--- config.mk ---
export PLATFORM = sky130hd
export DESIGN_NAME = trace_capture
export DESIGN_NICKNAME = d
export VERILOG_FILES = /design/src/rtl/trace_capture_pkg.sv /design/src/rtl/trace_capture_mem.sv /design/src/rtl/trace_capture.sv
export SDC_FILE = /design/constraint.sdc
export NUM_CORES = 1
export LEC_CHECK = 0
export BUFFER_PORTS_ARGS = -buffer_cell sky130_fd_sc_hd__buf_2
export CAP_MARGIN = 20
export CORE_MARGIN = 3
export CORE_UTILIZATION = 65
export CTS_CLUSTER_SIZE = 24
export DETAILED_ROUTE_END_ITERATION = 12
export GPL_TIMING_DRIVEN = 0
export PLACE_DENSITY = 0.83
export SLEW_MARGIN = 15
export SYNTH_ARGS = -nofsm -noshare
export SYNTH_HDL_FRONTEND = slang
export SYNTH_SLANG_ARGS = --single-unit
--- constraint.sdc ---
create_clock -name clk -period 5.8 [get_ports clk]
set_input_delay 1.74 -clock clk [delete_from_list [all_inputs] [get_ports clk]]
set_output_delay 1.74 -clock clk [all_outputs]
set_load 0.005 [all_outputs]
--- src/rtl/trace_capture_pkg.sv ---
// Shared definitions for the trace capture block and its host-side checker.
package trace_capture_pkg;

  typedef enum logic [1:0] {
    ST_IDLE,
    ST_ARMED,
    ST_CAPTURE,
    ST_DRAIN
  } state_e;

  // A stored sample is the concatenation {y, x}.
  function automatic int sample_w(input int width);
    return 2 * width;
  endfunction

  // Address width for a buffer of the given depth; a depth of 1 still gets one bit.
  function automatic int ptr_w(input int depth);
    return (depth > 1) ? $clog2(depth) : 1;
  endfunction

endpackage

--- src/rtl/trace_capture_mem.sv ---
// Simple dual-port sample buffer: synchronous write, synchronous read with 1-cycle latency.
module trace_capture_mem
  import trace_capture_pkg::*;
#(
  parameter int DEPTH = 16,
  parameter int SW    = 16
) (
  input  logic                    clk,
  input  logic                    wr_en_i,
  input  logic [ptr_w(DEPTH)-1:0] wr_addr_i,
  input  logic [SW-1:0]           wr_data_i,
  input  logic                    rd_en_i,
  input  logic [ptr_w(DEPTH)-1:0] rd_addr_i,
  output logic [SW-1:0]           rd_data_o
);

  logic [SW-1:0] mem_q [DEPTH];
  logic [SW-1:0] rd_data_q;

  // Write port plus registered read port; the read register holds its word while rd_en_i is low.
  // NOTE: storage and read register carry no reset; nothing reads them before they are written.
  always_ff @(posedge clk) begin
    if (wr_en_i) mem_q[wr_addr_i] <= wr_data_i;
    if (rd_en_i) rd_data_q <= mem_q[rd_addr_i];
  end

  assign rd_data_o = rd_data_q;

endmodule

--- src/rtl/trace_capture.sv ---
// Triggered capture of {y, x} into a DEPTH-entry buffer, drained over a valid/ready stream.
module trace_capture
  import trace_capture_pkg::*;
#(
  parameter int DEPTH = 16,
  parameter int WIDTH = 8
) (
  input  logic                       clk,
  input  logic                       rst,
  input  logic [WIDTH-1:0]           x,
  input  logic [WIDTH-1:0]           y,
  input  logic                       arm,
  input  logic                       trigger,
  input  logic                       abort,
  output logic [sample_w(WIDTH)-1:0] out_data,
  output logic                       out_valid,
  input  logic                       out_ready,
  output logic [ptr_w(DEPTH):0]      count,
  output logic                       busy,
  output logic                       done
);

  localparam int SW = sample_w(WIDTH);
  localparam int PW = ptr_w(DEPTH);
  localparam int CW = PW + 1;
  localparam logic [CW-1:0] DEPTH_C = CW'(DEPTH);

  state_e        state_q;
  logic [PW-1:0] wr_ptr_q;
  logic [PW-1:0] rd_ptr_q;
  logic [CW-1:0] count_q;
  logic          rd_vld_q;     // RAM read register holds a word not yet moved to the output
  logic          out_valid_q;
  logic [SW-1:0] out_data_q;
  logic          busy_q;
  logic          done_q;

  logic          wr_en;
  logic          rd_en;
  logic          xfer;
  logic          load_out;
  logic          cap_last;
  logic [CW-1:0] in_flight;
  logic [SW-1:0] rd_data;

  // Handshake, RAM strobes and read scheduling; the RAM read register acts as the prefetch stage.
  // NOTE: every signal gets a default first so no latch can be inferred.
  always_comb begin
    in_flight = CW'(out_valid_q) + CW'(rd_vld_q);
    xfer      = out_valid_q && out_ready;
    load_out  = rd_vld_q && (!out_valid_q || out_ready);
    cap_last  = (state_q == ST_CAPTURE) && (count_q == DEPTH_C - 1'b1);
    wr_en     = !abort && (((state_q == ST_ARMED) && trigger) || (state_q == ST_CAPTURE));
    // Fetch word 0 on the DRAIN entry edge, then refill whenever the prefetch stage frees up.
    rd_en     = !abort && (cap_last ||
                ((state_q == ST_DRAIN) && (count_q > in_flight) && (!rd_vld_q || load_out)));
  end

  trace_capture_mem #(.DEPTH(DEPTH), .SW(SW)) u_mem (
    .clk       (clk),
    .wr_en_i   (wr_en),
    .wr_addr_i (wr_ptr_q),
    .wr_data_i ({y, x}),
    .rd_en_i   (rd_en),
    .rd_addr_i (rd_ptr_q),
    .rd_data_o (rd_data)
  );

  // Control FSM with pointers, count, output register and registered status flags.
  // NOTE: non-blocking assignments so every register sees pre-edge values of the others.
  always_ff @(posedge clk or posedge rst) begin
    if (rst) begin
      state_q     <= ST_IDLE;
      wr_ptr_q    <= '0;
      rd_ptr_q    <= '0;
      count_q     <= '0;
      rd_vld_q    <= 1'b0;
      out_valid_q <= 1'b0;
      out_data_q  <= '0;
      busy_q      <= 1'b0;
      done_q      <= 1'b0;
    end else if (abort) begin
      state_q     <= ST_IDLE;
      wr_ptr_q    <= '0;
      rd_ptr_q    <= '0;
      count_q     <= '0;
      rd_vld_q    <= 1'b0;
      out_valid_q <= 1'b0;
      busy_q      <= 1'b0;
      done_q      <= 1'b0;
    end else begin
      done_q <= 1'b0;
      if (wr_en) wr_ptr_q <= wr_ptr_q + 1'b1;
      if (rd_en) rd_ptr_q <= rd_ptr_q + 1'b1;

      if (rd_en)         rd_vld_q <= 1'b1;
      else if (load_out) rd_vld_q <= 1'b0;

      if (load_out) begin
        out_valid_q <= 1'b1;
        out_data_q  <= rd_data;
      end else if (xfer) begin
        out_valid_q <= 1'b0;
      end

      unique case (state_q)
        ST_IDLE: begin
          if (arm) begin
            state_q <= ST_ARMED;
            busy_q  <= 1'b1;
          end
        end
        ST_ARMED: begin
          if (trigger) begin
            count_q <= CW'(1);
            state_q <= (DEPTH == 1) ? ST_DRAIN : ST_CAPTURE;
          end
        end
        ST_CAPTURE: begin
          count_q <= count_q + 1'b1;
          if (cap_last) state_q <= ST_DRAIN;
        end
        ST_DRAIN: begin
          if (xfer) begin
            count_q <= count_q - 1'b1;
            if (count_q == CW'(1)) begin
              state_q <= ST_IDLE;
              busy_q  <= 1'b0;
              done_q  <= 1'b1;
            end
          end
        end
        default: state_q <= ST_IDLE;
      endcase
    end
  end

  assign out_data  = out_data_q;
  assign out_valid = out_valid_q;
  assign count     = count_q;
  assign busy      = busy_q;
  assign done      = done_q;

endmodule

==> results.ini, run 1 <==
[sta]
relSlewSlack = 0.277
fin_skew_ns = 0.0118
setup_viol = 0
min_period_ns = 3.67
layout_setup_ws_ns = 2.13
rsz0062_at_grt = false
drv_slew = 0
hold-worst-slack_ns = 0.461
tns_ns = 0
period_share = 0.634
hold_viol_final = 0
worstMarginPinSlew_ns = 1.08
fmax_ghz = 0.272

[worst_hold_path]
hp-class = reg -> reg
min-delay-start = u_mem.rd_data_o[4]

[clocking]
ctsResizeCount = 0
clock-sinks = 307
cts_made_buffers = 30
root_buffer = clkbuf_16
clock_latency_ns = 0.55
clk_pin_slew_worst_paths_ns = 0.06
hold_buffers = 0
cts.path.max_buffers = 3
cts_tree = built
postCtsSetupBuffers = 0
h-tree-depth = 1

[setup_path]
cp_common_cell = clkbuf_1
end_kind = flip-flop
crit_path_start = abort
crit_required_ns = 5.96
max_stage_delay_ns = 0.94
cp_data_arrival_time_ns = 3.84
critPathMaxFanout = 16
critPathKind = in -> reg
cp_cell_sequence = clkbuf_1 > clkbuf_1 > nor4_1 > and2_1
cp-start-kind = input pin
r2r-start = state_q[0]
critPathSlowestCell = and2_1

[route]
drt_drc_violations_left = 0
ant_nets = 0
wl_mm = 26.7
drt_first_iter_violations = 535
vias = 6441
first_pass_iters = 5
viasPerCell = 6.79
wl_per_cell_um = 28.1

[grt]
grt_pass1_wl_mm = 40.0
grt_antenna_before_repair = 0
grt_pass1_vias = 6582
grt_usage = 0.270
globalRoute.totalOverflow = 0
grt_max_degree = 36

[yosys]
yosysWarnings = 0
ys_types = 51
yosysTopAreaCell = edfxtp_1
syn_nets = 657
synth_edf_count = 272
synth.area.top_cells = edfxtp_1, mux4_2, dfrtp_1
netlist_instances = 619
ys_seq_elements = 307
ys_async_sr_fraction = 0.114
yosysSeqAreaShare = 0.743
synth_ff_type = edfxtp_1
avgSynthCellArea_sq_um = 19.7
synth_top_area_frac = 0.671
netlist_area_sq_um = 12200

[floorplanning]
io_pins = 46
die_h_um = 143
die_area_sq_um = 20400
num_rows = 49
fp.dieW_um = 143
fp.coreArea_sq_um = 18100
start_util = 0.671

[power]
ir_drop_mv = 0.270
total_power_w = 0.00519
p_per_area_nw_per_um2 = 382
p_leak_nw = 4.66

[run]
max_cap_viol_count = 0

[outcome]
status = finished clean

[finish]
final.fill_count = 977
syn_to_final_growth_pct = 11.5
nNetsFinal = 734
drive_gt1_frac = 0.240
n_antenna_cell = 0

[placement]
dp_slack_ns = 1.74
place_congestion = 0.895
io_buffer_count = 44
post-dp-hpwl_mm = 15.4

-- Yosys cell counts (3+ instances only) --
| cell type | n |
|---|---|
| nand2_1 | 29 |
| dfrtp_1 | 35 |
| and2_1 | 15 |
| inv_1 | 13 |
| xnor2_1 | 3 |
| a21oi_1 | 9 |
| a22oi_1 | 33 |
| edfxtp_1 | 272 |
| and4_1 | 4 |
| buf_6 | 4 |
| clkbuf_1 | 16 |
| nor2b_1 | 10 |
| buf_2 | 8 |
| ha_1 | 16 |
| nor2_1 | 15 |
| mux2_1 | 10 |
| mux2i_1 | 5 |
| mux2_2 | 7 |
| o21ai_0 | 6 |
| nor3_1 | 3 |
| mux4_2 | 64 |
| nand3_1 | 6 |
| nor4b_1 | 3 |
-- cell type report --
cell class                      instances  area (sq um)  area share
Clock inverter                         17          85.1     0.00627
Buffer                                 31           160      0.0118
Clock buffer                           39           806      0.0594
Timing Repair Buffer                   45           228      0.0168
Tap cell                              229           287      0.0211
Multi-Input combinational cell        268          2920       0.215
Sequential cell                       307          9040       0.666
Inverter                               13          48.8     0.00359
-- registers in the layout, summed over array words and instances, names as in the netlist --
register and cells:
busy 1, count 5, done 1, out_data 16, out_valid 1, rd_ptr_q 4
rd_vld_q 1, state_q 2, u_mem.mem_q 256, u_mem.rd_data_o 16, wr_ptr_q 4
-- layout by cell type, fill, tap and decap left out, drive strengths merged, types with 16 or more instances in the layout --
| master | count |
|---|---|
| dfrtp | 35 |
| ha | 16 |
| mux4 | 64 |
| nand2 | 29 |
| buf | 60 |
| clkbuf | 55 |
| mux2 | 17 |
| edfxtp | 272 |
| a22oi | 33 |
-- path summary, 6_finish.rpt --
| check | to | slack, ns | depth (start not counted) |
|---|---|---|---|
| max | u_mem.mem_q[3][4] | 2.13 | 4 |
| min | out_data[4] | 0.46 | 1 |
| max reg2reg | u_mem.mem_q[3][4] | 3.07 | 6 |
| min reg2reg | out_data[4] | 0.46 | 1 |
| max in group asynchronous | wr_ptr_q[3] | 4.00 | 2 |
| min in group asynchronous | out_data[9] | 1.32 | 2 |
-- through the flow --
stage | std cells | area (sq um) | util
6_report | 949 | 13600 | 0.748
5_1_grt | 949 | 13600 | 0.748
2_1_floorplan | 619 | 12200 | -
3_3_place_gp | 892 | 12700 | 0.698
4_1_cts | 949 | 13600 | 0.748
3_5_place_dp | 893 | 12700 | 0.699
-- per-layer routing --
layer,wire length [um],vias up,track usage
li1,-,2662,-
met1,10000,3319,0.374
met2,13500,393,0.445
met3,2470,67,0.0546
met4,692,0,0.0840
met5,0,-,0
-- cell families (layout without fill, tap and decap cells) --
| kind of cell | Yosys count | count (layout) | share of synthesized area |
|---|---|---|---|
| flip-flops | 307 | 307 | 0.743 |
| AND/OR/NAND/NOR | 97 | 97 | 0.0425 |
| multiplexers | 86 | 86 | 0.138 |
| AO/OA/AOI/OAI | 66 | 66 | 0.0403 |
| buffers and inverters | 44 | 145 | 0.0172 |
| adder cells (fa/ha/maj) | 16 | 16 | 0.0165 |
| XOR/XNOR | 3 | 3 | 0.00216 |
-- critical path: cells and delay by family --
kind          cells  cell delay (ns)
simple gates      2             1.55
buf+inv           2             0.54
-- where the power goes --
group          total, W  internal, W  switching [W]
Combinational  0.000803     0.000323       0.000480
Sequential      0.00262      0.00254      0.0000767
Clock           0.00177     0.000978       0.000792
Total           0.00519      0.00384        0.00135
Power figures use the tool's default switching activity.
==> run 2, diff against run 1 <==
- CORE_UTILIZATION: 65 -> 55
- PLACE_DENSITY: 0.83 -> 0.75
- clock period: 5.8 -> 3.26 ns (I/O delays scaled with it)
==> run 2 against run 1 <==
  * Die area up 17%
  * Sequential power increased by 77%
  * Critical path depth unchanged
  * Final cell count is 4.7% higher
  * Setup slack worse by 1.6 ns
  * Critical path type unchanged
==> results.ini, run 2 (synthesis gave the netlist of run 1 again) <==
[finish]
final_core_util = 0.641  ; was 0.748
syn_to_final_growth_pct = 12.5  ; was 11.5%
final_common_cell = edfxtp_1  ; unchanged
drive_gt1_frac = 0.245  ; was 0.240
final.fill_count = 1429  ; was 977
n_antenna_cell = 0  ; unchanged
regMostFlops = u_mem.mem_q  ; unchanged
largest_register_ffs = 256  ; unchanged
nNetsFinal = 734  ; unchanged
layout_common_cells = edfxtp_1, mux4_2, buf_2  ; unchanged

[setup_path]
critPathSlowestCell = and2_1  ; unchanged
cp_common_cell = clkbuf_1  ; unchanged
r2r-start = state_q[0]  ; unchanged
cp_data_arrival_time_ns = 2.89  ; was 3.84 ns
end_kind = flip-flop  ; unchanged
reg2reg_slack_ns = 0.60  ; was 3.07 ns
r2r-end = u_mem.mem_q[4][15]  ; was u_mem.mem_q[3][4]
max_stage_delay_ns = 0.79  ; was 0.94 ns
cp-start-kind = input pin  ; unchanged
crit_required_ns = 3.42  ; was 5.96 ns
ff2ff_path_depth = 6  ; unchanged
critPathMaxFanout = 16  ; unchanged
critPathKind = in -> reg  ; unchanged
cp_cell_sequence = clkbuf_1 > clkbuf_1 > nor4b_1 > and2_1  ; was clkbuf_1 > clkbuf_1 > nor4_1 > and2_1

[power]
seqPwrFrac = 0.497  ; was 0.504
p_leak_nw = 4.69  ; was 4.66 nW
p_comb_frac = 0.147  ; was 0.155
sw_frac_of_total = 0.250  ; was 0.260
ir_drop_mv = 0.433  ; was 0.270 mV
clockPowerShare = 0.357  ; was 0.341
intPower_w = 0.00702  ; was 0.00384 W
p_sw_w = 0.00234  ; was 0.00135 W
p_per_area_nw_per_um2 = 684  ; was 382 nW/um^2

[grt]
grtUsageMet3 = 0.0467  ; was 0.0546
gr-usage-met1 = 0.292  ; was 0.374
grt_pass1_wl_mm = 37.8  ; was 40.0 mm
grt_usage = 0.206  ; was 0.270
grt_max_degree = 36  ; unchanged
grt_pass1_vias = 6478  ; was 6,582
globalRoute.totalOverflow = 0  ; unchanged
grt_use_met2 = 0.335  ; was 0.445
grt_antenna_before_repair = 1  ; was 0
grt.busiest_layer = met2  ; unchanged

[placement]
place_congestion = 0.851  ; was 0.895
post-dp-hpwl_mm = 14.8  ; was 15.4 mm
io_buffer_count = 44  ; unchanged
dp_slack_ns = -0.0323  ; was 1.74 ns

[clocking]
h-tree-depth = 1  ; unchanged
clock-sinks = 307  ; unchanged
clock_latency_ns = 0.55  ; about the same
cts_made_buffers = 30  ; unchanged
ctsResizeCount = 0  ; unchanged
cts_tree = built  ; unchanged
hold_buffers = 0  ; unchanged
cts.path.max_buffers = 3  ; unchanged
clk_pin_slew_worst_paths_ns = 0.06  ; about the same
root_buffer = clkbuf_16  ; unchanged
postCtsSetupBuffers = 0  ; unchanged

[sta]
drv_slew = 0  ; unchanged
hold-worst-slack_ns = 0.465  ; was 0.461 ns
layout_setup_ws_ns = 0.537  ; was 2.13 ns
hold_viol_final = 0  ; unchanged
fmax_ghz = 0.367
relSlewSlack = 0.295  ; was 0.277
setup_viol = 0  ; unchanged
min_period_ns = 2.72
fin_skew_ns = 0.0172  ; was 0.0118 ns
period_share = 0.835
rsz0062_at_grt = false  ; unchanged
worstMarginPinSlew_ns = 1.06  ; was 1.08 ns

[route]
vias = 6131  ; was 6,441
first_pass_iters = 8  ; was 5
drt_first_iter_violations = 615  ; was 535
drt_drc_violations_left = 0  ; unchanged
ant_nets = 0  ; unchanged
viasPerCell = 6.17  ; was 6.79
wl_mm = 23.8  ; was 26.7 mm
wl_per_cell_um = 24.0  ; was 28.1 um

[floorplanning]
die_h_um = 155  ; was 143 um
start_util = 0.570  ; was 0.671
die_area_sq_um = 23900  ; was 20,400 sq um
fp.coreArea_sq_um = 21400  ; was 18,100 sq um
num_rows = 53  ; was 49
io_pins = 46  ; unchanged
fp.dieW_um = 155  ; was 143 um

[run]
max_cap_viol_count = 0  ; unchanged

[worst_hold_path]
min-delay-start = u_mem.rd_data_o[6]  ; was u_mem.rd_data_o[4]
min_to = out_data[6]  ; was out_data[4]
hold_depth = 1  ; unchanged
hp-class = reg -> reg  ; unchanged

[outcome]
status = finished clean  ; unchanged

## run 2: stage by stage
step                instances  total power, W  area (sq um)  setup TNS (ns)
floorplan                 619         0.00560         12200               0
global placement          938         0.00601         12700               0
detailed placement        939         0.00610         12700           -1.02
CTS                       994         0.00941         13700               0
global route              994         0.00974         13700               0
finish                    994         0.00936         13700               0
## run 2: area by class of cell
| cell class | count | area, sq um | share of cell area |
|---|---|---|---|
| buffer | 31 | 160 | 0.0117 |
| timing repair buffer | 45 | 228 | 0.0166 |
| clock buffer | 37 | 777 | 0.0568 |
| multi-input combinational | 268 | 2920 | 0.213 |
| inverter | 13 | 48.8 | 0.00356 |
| clock inverter | 18 | 171 | 0.0125 |
| sequential | 307 | 9040 | 0.661 |
| tap | 275 | 344 | 0.0251 |
## run 2: worst max-delay path: cells and delay by family
family / cells / cell delay [ns]
AND/OR/NAND/NOR: 2 / 1.37
buffers and inverters: 2 / 0.52
## run 2: metal layers
layer / up-vias / wire (um)
met5: - / 11
met4: 2 / 436
met3: 42 / 2070
met2: 278 / 11600
met1: 3143 / 9760
li1: 2666 / -
## run 2: power by group through the flow
stage	Combinational, W	Sequential (W)	Clock [W]
floorplan	0.000875	0.00472	0
global placement	0.00130	0.00471	0
detailed placement	0.00137	0.00473	0
CTS	0.00137	0.00465	0.00339
global route	0.00153	0.00467	0.00353
finish	0.00137	0.00465	0.00334
## run 2: worst max-delay path by stage
| stage | startpoint | depth (start not counted) | slack [ns] | end |
|---|---|---|---|---|
| floorplan | abort | 4 | 0.59 | u_mem.rd_data_o[0] |
| global placement | abort | 4 | 0.04 | u_mem.rd_data_o[9] |
| detailed placement | abort | 4 | -0.03 | u_mem.mem_q[11][8] |
| CTS | abort | 4 | 0.51 | u_mem.mem_q[11][2] |
| global route | state_q[0] | 6 | 0.35 | u_mem.mem_q[4][15] |
| finish | abort | 4 | 0.54 | u_mem.mem_q[11][3] |
==> run 3, diff against run 2 <==
- clock period: 3.26 -> 2.47 ns (I/O delays scaled with it)
==> run 3 against run 2 <==
  * Setup slack worse by 0.45 ns
  * Final area is 0.21% higher
  * First-iteration DRC count is 2.1% lower
  * Highest routed layer unchanged
  * Non-clock buffer count stayed put
  * Clock power is 32% higher
  * Worst hold slack worse by 0.15 ns
  * Sequential share of layout area is 0.14 points lower
  * Sequential cell count stayed put
  * Sequential power is 32% higher
==> results.ini, run 3 (synthesis gave the netlist of run 1 again) <==
[setup_path]
r2r-end = u_mem.rd_data_o[12]  ; was u_mem.mem_q[4][15]
critPathKind = reg -> reg  ; was in -> reg
crit_path_start = rd_ptr_q[1]  ; was abort
end_kind = flip-flop  ; unchanged
path_buf_inv = 2  ; unchanged
max_stage_delay_ns = 0.60  ; was 0.79 ns
crit_family = buffers and inverters  ; was simple AND/OR/NAND/NOR gates
cp-start-kind = flip-flop  ; was input pin
cp_cell_sequence = buf_2 > clkbuf_1 > mux4_2 > a22oi_1 > nand2_1  ; was clkbuf_1 > clkbuf_1 > nor4b_1 > and2_1
r2r-start = rd_ptr_q[1]  ; was state_q[0]
reg2reg_slack_ns = 0.09  ; was 0.60 ns
critPathSlowestCell = clkbuf_1  ; was and2_1
cp_num_cells = 5  ; was 4
ff2ff_path_depth = 5  ; was 6
crit_path_end = u_mem.rd_data_o[12]  ; was u_mem.mem_q[11][3]
cp_data_arrival_time_ns = 2.66  ; was 2.89 ns
critPathMaxFanout = 10  ; was 16
crit_required_ns = 2.75  ; was 3.42 ns

[power]
p_per_area_nw_per_um2 = 901  ; was 684 nW/um^2
ir_drop_mv = 0.570  ; was 0.433 mV
p_leak_nw = 4.71  ; was 4.69 nW
total_power_w = 0.0124  ; was 0.00936 W

[floorplanning]
io_pins = 46  ; unchanged
die_area_sq_um = 23900  ; unchanged
fp.coreArea_sq_um = 21400  ; unchanged
fp.dieW_um = 155  ; unchanged
num_rows = 53  ; unchanged
die_h_um = 155  ; unchanged
start_util = 0.570  ; unchanged

[sta]
fmax_ghz = 0.420
relSlewSlack = 0.423  ; was 0.295
period_share = 0.964
fin_skew_ns = 0.0202  ; was 0.0172 ns
layout_setup_ws_ns = 0.0889  ; was 0.537 ns
hold-worst-slack_ns = 0.319  ; was 0.465 ns
setup_viol = 0  ; unchanged
hold_viol_final = 0  ; unchanged
drv_slew = 0  ; unchanged
rsz0062_at_grt = true  ; was false
worstMarginPinSlew_ns = 0.866  ; was 1.06 ns
min_period_ns = 2.38

[placement]
io_buffer_count = 44  ; unchanged
post-dp-hpwl_mm = 14.8  ; unchanged
place_congestion = 0.851  ; unchanged
dp_slack_ns = -0.585  ; was -0.0323 ns
dpl-instance-area_sq_um = 12700  ; unchanged

[route]
wl_per_cell_um = 24.0  ; about the same
drt_first_iter_violations = 602  ; was 615
vias = 6113  ; was 6,131
drt_drc_violations_left = 0  ; unchanged
ant_nets = 0  ; unchanged
first_pass_iters = 5  ; was 8
viasPerCell = 6.15  ; was 6.17
wl_mm = 23.9  ; was 23.8 mm

[clocking]
cts_tree = built  ; unchanged
h-tree-depth = 1  ; unchanged
clock-sinks = 307  ; unchanged
root_buffer = clkbuf_16  ; unchanged
postCtsSetupBuffers = 0  ; unchanged
cts.path.max_buffers = 3  ; unchanged
hold_buffers = 0  ; unchanged
clock_latency_ns = 0.55  ; about the same
cts_made_buffers = 30  ; unchanged
clk_pin_slew_worst_paths_ns = 0.06  ; about the same

[grt]
grtUsageMet3 = 0.0470  ; was 0.0467
grt_pass1_vias = 6479  ; was 6,478
grt_antenna_before_repair = 1  ; unchanged
grt_use_met2 = 0.336  ; was 0.335
grt_max_degree = 36  ; unchanged
gr-usage-met1 = 0.292  ; unchanged
grt_pass1_wl_mm = 37.9  ; was 37.8 mm
grt_usage = 0.206  ; about the same
grt.busiest_layer = met2  ; unchanged
globalRoute.totalOverflow = 0  ; unchanged

[finish]
regMostFlops = u_mem.mem_q  ; unchanged
syn_to_final_growth_pct = 12.7  ; was 12.5%
drive_gt1_frac = 0.268  ; was 0.245
layout_common_cells = edfxtp_1, mux4_2, buf_2  ; unchanged
nNetsFinal = 734  ; unchanged
stdcell_area_sq_um = 13700  ; about the same
final_common_cell = edfxtp_1  ; unchanged
largest_register_ffs = 256  ; unchanged
n_antenna_cell = 0  ; unchanged

[outcome]
status = finished clean  ; unchanged

[worst_hold_path]
hp-class = in -> async  ; was reg -> reg

[run]
max_cap_viol_count = 0  ; unchanged

## run 3: worst reg2reg max path: stages (launching register included)
cell      delay [ns]
dfrtp_1         0.45
buf_2           0.33
clkbuf_1        0.60
mux4_2          0.44
a22oi_1         0.17
nand2_1         0.14
## run 3: layer usage
metal / up-vias / share of wire
li1: 2666 / -
met4: 2 / 0.018
met3: 37 / 0.078
met5: - / 0.00046
met2: 250 / 0.49
met1: 3158 / 0.42
## run 3: final cells by class
| cell class | count | area [sq um] |
|---|---|---|
| multi-input cells | 268 | 2940 |
| flip-flops and latches | 307 | 9040 |
| clock inverters | 18 | 171 |
| fillers | 1426 | 7630 |
| repair buffers | 45 | 228 |
| plain buffers | 31 | 163 |
| well taps | 275 | 344 |
| clock buffers | 37 | 777 |
| inverters | 13 | 48.8 |
## run 3: worst min path at each step
stage	startpoint	end	slack, ns	cells after the start
global placement	u_mem.rd_data_o[6]	out_data[6]	0.44	1
floorplan	u_mem.rd_data_o[10]	out_data[10]	0.44	1
detailed placement	u_mem.rd_data_o[8]	out_data[8]	0.46	1
CTS	rst	out_data[11]	0.33	2
global route	rst	out_data[11]	0.39	2
finish	rst	out_data[11]	0.32	2
## run 3: what timing repair did
item	in CTS	in global routing
resized for setup	13	8
pin swaps	0	0
gates cloned	0	0
endpoints found under the setup margin	203	175
endpoints found under the hold margin	0	0
## run 3: per-stage QoR
step,util,setup TNS [ns],std cells
floorplan,-,0,619
global placement,0.596,-93.47,938
detailed placement,0.597,-104.44,939
CTS,0.642,0,994
global route,0.642,-6.86,994
finish,0.642,0,994
## run 3: power breakdown
group / internal [W] / switching [W] / leakage [nW]
sequential: 0.00596 / 0.000169 / 2.92
combinational: 0.000757 / 0.00107 / 1.32
clock: 0.00254 / 0.00186 / 0.466
total: 0.00926 / 0.00310 / 4.71
